### src/rtl/stage_buffer_multi_if.sv
// Writer/reader handshake bundle for stage_buffer_multi: master drives requests, slave returns data and status.
// Two write and two read lanes per cycle carry butterfly pairs.
interface stage_buffer_multi_if #(
  parameter int LOG_N    = 3,
  parameter int WIDTH    = 32,
  parameter int LOG_NBUF = 1
);
  logic                in_start;
  logic                in_nd;
  logic [LOG_N-1:0]    in_addr0;
  logic [LOG_N-1:0]    in_addr1;
  logic [WIDTH-1:0]    in_data0;
  logic [WIDTH-1:0]    in_data1;
  logic                in_done;
  logic                in_ready;
  logic                out_start;
  logic                out_rd;
  logic [LOG_N-1:0]    out_addr0;
  logic [LOG_N-1:0]    out_addr1;
  logic [WIDTH-1:0]    out_data0;
  logic [WIDTH-1:0]    out_data1;
  logic                out_valid;
  logic                out_done;
  logic                out_avail;
  logic [LOG_NBUF:0]   occupancy;
  logic                error;
  logic [2:0]          error_code;

  modport master (
    output in_start, in_nd, in_addr0, in_addr1, in_data0, in_data1, in_done,
    output out_start, out_rd, out_addr0, out_addr1, out_done,
    input  in_ready, out_data0, out_data1, out_valid, out_avail, occupancy, error, error_code
  );

  modport slave (
    input  in_start, in_nd, in_addr0, in_addr1, in_data0, in_data1, in_done,
    input  out_start, out_rd, out_addr0, out_addr1, out_done,
    output in_ready, out_data0, out_data1, out_valid, out_avail, occupancy, error, error_code
  );
endinterface

### src/rtl/stage_buffer_multi.sv
// Circular pool of NBUF frame buffers between FFT stages; 2 write + 2 read ports, read data registered (1 cycle).
// Illegal requests are dropped and latch an error code; STAGE_BUFFER_COLLISION_EN adds code 6 on equal write addresses.
module stage_buffer_multi #(
  parameter int N        = 8,
  parameter int LOG_N    = 3,
  parameter int WIDTH    = 32,
  parameter int NBUF     = 2,
  parameter int LOG_NBUF = 1
) (
  input  logic                  clk,
  input  logic                  rst,
  stage_buffer_multi_if.slave   bus
);

  typedef enum logic [1:0] {
    EMPTY   = 2'd0,
    WRITING = 2'd1,
    FULL    = 2'd2,
    READING = 2'd3
  } buf_state_t;

  buf_state_t            st [NBUF];
  logic [LOG_NBUF-1:0]   wp;
  logic [LOG_NBUF-1:0]   rp;
  logic [WIDTH-1:0]      ram [NBUF*N];

  logic                  writing;
  logic                  reading;
  logic                  wr_start;
  logic                  wr_nd;
  logic                  wr_done;
  logic                  rd_start;
  logic                  rd_ok;
  logic                  rd_done;
  logic [6:1]            err_vec;
  logic [2:0]            err_code_c;
  logic [LOG_NBUF:0]     occ_c;

  // Buffers are claimed and released strictly in pointer order, so the
  // pointed-to buffer alone tells whether a side may start.
  assign writing       = (st[wp] == WRITING);
  assign reading       = (st[rp] == READING);
  assign bus.in_ready  = (st[wp] == EMPTY);
  assign bus.out_avail = (st[rp] == FULL);
  assign bus.occupancy = occ_c;

  assign wr_start = bus.in_start && !bus.in_done && bus.in_ready;
  assign wr_nd    = bus.in_nd && writing;
  assign wr_done  = bus.in_done && writing;
  assign rd_start = bus.out_start && !bus.out_done && bus.out_avail;
  assign rd_ok    = bus.out_rd && reading;
  assign rd_done  = bus.out_done && reading;

  always_comb begin
    err_vec    = '0;
    err_vec[1] = bus.in_start && !bus.in_done && !bus.in_ready;
    err_vec[2] = (bus.in_nd || bus.in_done) && !writing;
    err_vec[3] = bus.out_start && !bus.out_done && !bus.out_avail;
    err_vec[4] = (bus.out_rd || bus.out_done) && !reading;
    err_vec[5] = (bus.in_start && bus.in_done) || (bus.out_start && bus.out_done);
`ifdef STAGE_BUFFER_COLLISION_EN
    err_vec[6] = bus.in_nd && (bus.in_addr0 == bus.in_addr1);
`else
    err_vec[6] = 1'b0;
`endif
    // Descending scan so the lowest active code is the one left standing.
    err_code_c = 3'd0;
    for (int i = 6; i >= 1; i--) begin
      if (err_vec[i]) err_code_c = 3'(i);
    end
  end

  always_comb begin
    occ_c = '0;
    for (int i = 0; i < NBUF; i++) begin
      if (st[i] != EMPTY) occ_c = occ_c + (LOG_NBUF+1)'(1);
    end
  end

  // Frame storage is never cleared; port B is written last so it wins on equal addresses.
  always_ff @(posedge clk) begin
    if (wr_nd) begin
      ram[{wp, bus.in_addr0}] <= bus.in_data0;
      ram[{wp, bus.in_addr1}] <= bus.in_data1;
    end
  end

  always_ff @(posedge clk) begin
    if (rst) begin
      for (int i = 0; i < NBUF; i++) st[i] <= EMPTY;
      wp             <= '0;
      rp             <= '0;
      bus.out_valid  <= 1'b0;
      bus.out_data0  <= '0;
      bus.out_data1  <= '0;
      bus.error      <= 1'b0;
      bus.error_code <= 3'd0;
    end else begin
      if (wr_start) st[wp] <= WRITING;
      if (wr_done) begin
        st[wp] <= FULL;
        wp     <= wp + LOG_NBUF'(1);
      end
      if (rd_start) st[rp] <= READING;
      if (rd_done) begin
        st[rp] <= EMPTY;
        rp     <= rp + LOG_NBUF'(1);
      end
      bus.out_valid <= rd_ok;
      if (rd_ok) begin
        bus.out_data0 <= ram[{rp, bus.out_addr0}];
        bus.out_data1 <= ram[{rp, bus.out_addr1}];
      end
      if (!bus.error && (|err_vec)) begin
        bus.error      <= 1'b1;
        bus.error_code <= err_code_c;
      end
    end
  end

endmodule

### src/flat_wrapper.sv
// flat-port wrapper written by rule: the top's interface ports become plain ports
module stage_buffer_multi_flat 
#(
  parameter int N        = 8,
  parameter int LOG_N    = 3,
  parameter int WIDTH    = 32,
  parameter int NBUF     = 2,
  parameter int LOG_NBUF = 1
)
  (clk, rst, bus_in_start, bus_in_nd, bus_in_addr0, bus_in_addr1, bus_in_data0, bus_in_data1, bus_in_done, bus_out_start, bus_out_rd, bus_out_addr0, bus_out_addr1, bus_out_done, bus_in_ready, bus_out_data0, bus_out_data1, bus_out_valid, bus_out_avail, bus_occupancy, bus_error, bus_error_code);
  stage_buffer_multi_if #(.LOG_N(LOG_N), .WIDTH(WIDTH), .LOG_NBUF(LOG_NBUF)) bus_i ();
  input  logic clk;
  input  logic rst;
  input wire logic [$bits(bus_i.in_start)-1:0] bus_in_start;
  input wire logic [$bits(bus_i.in_nd)-1:0] bus_in_nd;
  input wire logic [$bits(bus_i.in_addr0)-1:0] bus_in_addr0;
  input wire logic [$bits(bus_i.in_addr1)-1:0] bus_in_addr1;
  input wire logic [$bits(bus_i.in_data0)-1:0] bus_in_data0;
  input wire logic [$bits(bus_i.in_data1)-1:0] bus_in_data1;
  input wire logic [$bits(bus_i.in_done)-1:0] bus_in_done;
  input wire logic [$bits(bus_i.out_start)-1:0] bus_out_start;
  input wire logic [$bits(bus_i.out_rd)-1:0] bus_out_rd;
  input wire logic [$bits(bus_i.out_addr0)-1:0] bus_out_addr0;
  input wire logic [$bits(bus_i.out_addr1)-1:0] bus_out_addr1;
  input wire logic [$bits(bus_i.out_done)-1:0] bus_out_done;
  output wire logic [$bits(bus_i.in_ready)-1:0] bus_in_ready;
  output wire logic [$bits(bus_i.out_data0)-1:0] bus_out_data0;
  output wire logic [$bits(bus_i.out_data1)-1:0] bus_out_data1;
  output wire logic [$bits(bus_i.out_valid)-1:0] bus_out_valid;
  output wire logic [$bits(bus_i.out_avail)-1:0] bus_out_avail;
  output wire logic [$bits(bus_i.occupancy)-1:0] bus_occupancy;
  output wire logic [$bits(bus_i.error)-1:0] bus_error;
  output wire logic [$bits(bus_i.error_code)-1:0] bus_error_code;
  assign bus_i.in_start = bus_in_start;
  assign bus_i.in_nd = bus_in_nd;
  assign bus_i.in_addr0 = bus_in_addr0;
  assign bus_i.in_addr1 = bus_in_addr1;
  assign bus_i.in_data0 = bus_in_data0;
  assign bus_i.in_data1 = bus_in_data1;
  assign bus_i.in_done = bus_in_done;
  assign bus_i.out_start = bus_out_start;
  assign bus_i.out_rd = bus_out_rd;
  assign bus_i.out_addr0 = bus_out_addr0;
  assign bus_i.out_addr1 = bus_out_addr1;
  assign bus_i.out_done = bus_out_done;
  assign bus_in_ready = bus_i.in_ready;
  assign bus_out_data0 = bus_i.out_data0;
  assign bus_out_data1 = bus_i.out_data1;
  assign bus_out_valid = bus_i.out_valid;
  assign bus_out_avail = bus_i.out_avail;
  assign bus_occupancy = bus_i.occupancy;
  assign bus_error = bus_i.error;
  assign bus_error_code = bus_i.error_code;
  stage_buffer_multi #(.N(N), .LOG_N(LOG_N), .WIDTH(WIDTH), .NBUF(NBUF), .LOG_NBUF(LOG_NBUF)) u_core (.clk(clk), .rst(rst), .bus(bus_i));
endmodule
### config.mk
export PLATFORM = sky130hd
export DESIGN_NAME = stage_buffer_multi_flat
export DESIGN_NICKNAME = d
export VERILOG_FILES = /design/src/rtl/stage_buffer_multi_if.sv /design/src/rtl/stage_buffer_multi.sv /design/src/flat_wrapper.sv
export SDC_FILE = /design/constraint.sdc
export NUM_CORES = 1
export LEC_CHECK = 0
export BUFFER_PORTS_ARGS = -buffer_cell sky130_fd_sc_hd__buf_2
export CAP_MARGIN = 40
export CORE_ASPECT_RATIO = 0.5
export CORE_MARGIN = 10
export CORE_UTILIZATION = 60
export CTS_CLUSTER_SIZE = 20
export DETAILED_ROUTE_END_ITERATION = 6
export PLACE_DENSITY = 0.78
export SETUP_SLACK_MARGIN = 0.05
export SLEW_MARGIN = 5
export SYNTH_ARGS = -nofsm -noshare
export SYNTH_HDL_FRONTEND = slang
export SYNTH_SLANG_ARGS = --single-unit
### constraint.sdc
create_clock -name clk -period 7.7 [get_ports clk]
set_clock_uncertainty 0.1 [all_clocks]
set_input_delay 0.385 -clock clk [delete_from_list [all_inputs] [get_ports clk]]
set_output_delay 0.385 -clock clk [all_outputs]
set_load 0.01 [all_outputs]
==> summary.md <==
| Metric | Value |
|---|---|
| CP endpoint kind | flop |
| Reg2reg setup slack | 3.50 ns |
| Gpl congestion | 0.8542 |
| CP max stage cell | nand3b_1 |
| Launch point of the critical path | u_core.st[0][1]$_DFFE_PP_ |
| Setup_tns | 0 ns |
| Worst R2R End | u_core.ram[8][8]$_DFFE_PP_ |
| Synth cell types | 51 |
| Worst endpoint required time | 7.84 ns |
| GRT Residual Overflow | 0 |
| Routed len/inst | 35.55 um |
| Net Count, Synth | 1895 |
| Initial DRC Count | 3012 |
| Status | completed |
| Via count | 19721 |
| Total power density per cell area | 197.7 mW/mm^2 |
| Vias/cell | 7.516 |
| Post-CTS setup buffer count | 0 |
| WHS | 0.07947 ns |
| I/O Pins | 157 |
| Fillcell total | 3378 |
| Final setup viols | 0 |
| Initial antenna violation count | 3 |
| Minimum clock period | 4.198 ns |
| Top cells by area, synth | edfxtp_1, mux4_2, mux2_2 |
| Leak | 11.60 nW |
| Synth async-reset ratio | 0 |
| CTS clock-pin slew for the worst setup and hold paths | 0.06 ns |
| Fmax | 0.2382 GHz |
| Largest net degree at the start of global routing | 66 |
| Tcrit/Tclk final | 0.5452 |
| Clk sinks | 589 |
| Reg2Reg Depth | 7 |
| Post-Syn Instances | 1810 |
| Most common cell after layout, fill and taps aside | edfxtp_1 |
| Port Buf Inserts | 156 |
| Met2 Wirelength | 44.16 mm |
| Max Root-Sink Buffers | 3 |
| Worst-path cell chain | or3b_1 > a21boi_2 > nand3b_1 > nor3_4 > buf_4 > o21bai_4 > buf_4 |
| Commonest non-fill, non-tap cells in the layout | edfxtp_1, mux2_2, mux4_2 |
| CTS H-tree lvls | 2 |
| Initial Util | 0.6135 |
| FF+latch count, synth | 589 |
| CP max stage delay | 0.64 ns |
| Post-Syn Area | 0.03220 sq mm |
| Number of enable flip-flop cells after synthesis | 516 |
| CP Class | flop to flop |
| Final nets | 1961 |
| Worst Setup EP | u_core.ram[8][8]$_DFFE_PP_ |
| Critical path buffers and inverters | 2 |
| Layout cell share with drive strength beyond 1 | 0.6044 |
| CP startpoint kind | flop |
| CP Max Fanout | 33 |
| Clk_lat worst skew | 0.61 ns |
| Root buf cell | clkbuf_16 |
| Row Count | 59 |
| RR Startpoint | u_core.st[0][1]$_DFFE_PP_ |
| Pre-antenna DRT Iters | 6 |
| Unrepaired setup endpoints after global routing | no |
| Critical Path AT | 4.34 ns |
| Max Used Layer | met4 |
| Hpwl dp | 53.89 mm |
| Top-area cell type share of the netlist area | 0.4812 |
| Top delay family on crit path | simple AND/OR/NAND/NOR gates |
| Crit path depth | 7 |
| Area growth syn-to-layout | 10.52% |
| Synthesized area per cell | 17.79 sq um |
| Final Hold Fails | 0 |
| WL met3 | 11.32 mm |
| Slew @ Worst Pin | 0.9200 ns |
| Most used cell, CP | buf_4 |
| VDD IR max | 0.0001595 V |
| CTS tree | done |
| Cts hold-fix bufs | 0 |
| Core area | 0.05249 sq mm |
| Class of the worst hold path | input port to flop |
| Top FF cell, synth | edfxtp_1 |
| Final wirelength | 93.29 mm |
| Register area share after synthesis | 0.5266 |
| Slew margin rel. | 0.3867 |
| Post-route DRC | 0 |
| Die Area | 0.06390 sq mm |
| Synth Warn # | 0 |
| Vias in the first global route | 20348 |
| Max_cap viols | 0 |
| Post_cts resized | 0 |
| Die W | 347.6 um |
| ANT nets after route | 0 |
| Max Slew Vio Count | 0 |
| CTS Buf Count | 54 |
| First-pass GRT wire length | 138.0 mm |
| Cell taking the most area after synthesis | edfxtp_1 |
| Die H | 183.8 um |
| DRT met1 WL | 34.48 mm |
| Total GRT Usage | 0.2909 |
-- worst reg2reg max path: cells and delay by family, from the launching register on --
family,cells,cell delay (ns)
buffers and inverters,2,1.14
flip-flops,1,0.44
AND/OR/NAND/NOR,3,1.41
AO/OA/AOI/OAI,2,0.73
-- registers in the layout (all words and copies together) (netlist names), named ones only --
name	cells
u_core.bus.error	1
u_core.bus.error_code	3
u_core.bus.out_data0	32
u_core.bus.out_data1	32
u_core.bus.out_valid	1
u_core.ram	512
u_core.rp	1
u_core.st	4
u_core.wp	1
-- cells by family after synthesis --
| kind of cell | share of synthesized area |
|---|---|
| flops | 0.5266 |
| compound gates | 0.02794 |
| buf+inv | 0.02910 |
| mux | 0.4035 |
| fa+ha+maj | 0.0003885 |
| simple gates | 0.01189 |
| xor+xnor | 0.0005441 |
-- per-layer routing --
metal | global-route usage | up-vias
met4 | 0.1034 | 0
met1 | 0.3925 | 10321
met2 | 0.4597 | 1444
met3 | 0.07297 | 216
li1 | - | 7740
met5 | 0 | -
-- stage by stage --
stage	utilization	power, mW	cell area (sq um)	setup slack [ns]	cells
2_1_floorplan	-	4.161	32200	3.205	1810
3_3_place_gp	0.6402	4.376	33600	3.737	2511
3_5_place_dp	0.6449	4.422	33850	3.563	2520
4_1_cts	0.6774	7.036	35550	3.574	2621
5_1_grt	0.6780	7.226	35590	3.341	2624
6_report	0.6780	7.037	35590	3.502	2624
-- final cells by class --
type / instances / area [sq um] / area share
Timing Repair Buffer: 210 / 1409 / 0.03959
Multi-Input combinational cell: 1015 / 14610 / 0.4105
Inverter: 6 / 22.52 / 0.0006329
Antenna cell: 2 / 5.005 / 0.0001406
Clock buffer: 76 / 1559 / 0.04381
Sequential cell: 589 / 16960 / 0.4766
Tap cell: 701 / 877.1 / 0.02465
Clock inverter: 25 / 145.1 / 0.004078
-- Yosys cell counts, drive strengths merged, types with 2 or more instances --
cell and count:
mux2 513, a22o 64, nand3b 8, o21ai 7, edfxtp 516, o21bai 4, or3b 2, nor2 19
a21bo 2, a21oi 6, clkbuf 126, or3 2, a21o 3, a211oi 3, dfxtp 73, o22ai 9
nor3b 2, nand2 11, nand3 6, buf 74, or2 3, a31oi 2, inv 6, nor3 5
nor2b 2, mux4 320, nand2b 5
-- power breakdown --
group          internal [mW]  switching (mW)  total (mW)
combinational          0.384           0.418       0.802
clock                   1.44            1.23        2.67
sequential              3.53          0.0355        3.56
-- how the worst min path moves through the flow --
stage                                     startpoint                                    end  cells past startpoint  slack (ns)
2_1_floorplan  u_core.bus.error_code[0]$_SDFFE_PP0P_  u_core.bus.error_code[0]$_SDFFE_PP0P_                      2        0.38
3_3_place_gp   u_core.bus.error_code[0]$_SDFFE_PP0P_  u_core.bus.error_code[0]$_SDFFE_PP0P_                      2        0.35
3_5_place_dp    u_core.bus.out_data1[2]$_SDFFE_PP0P_   u_core.bus.out_data1[2]$_SDFFE_PP0P_                      1        0.36
4_1_cts                                          rst                 u_core.rp$_SDFFE_PP0P_                      2        0.06
5_1_grt                                          rst                                   flop                      2        0.09
6_report                                         rst                 u_core.rp$_SDFFE_PP0P_                      2        0.08
(Power assumes the default switching activity.)
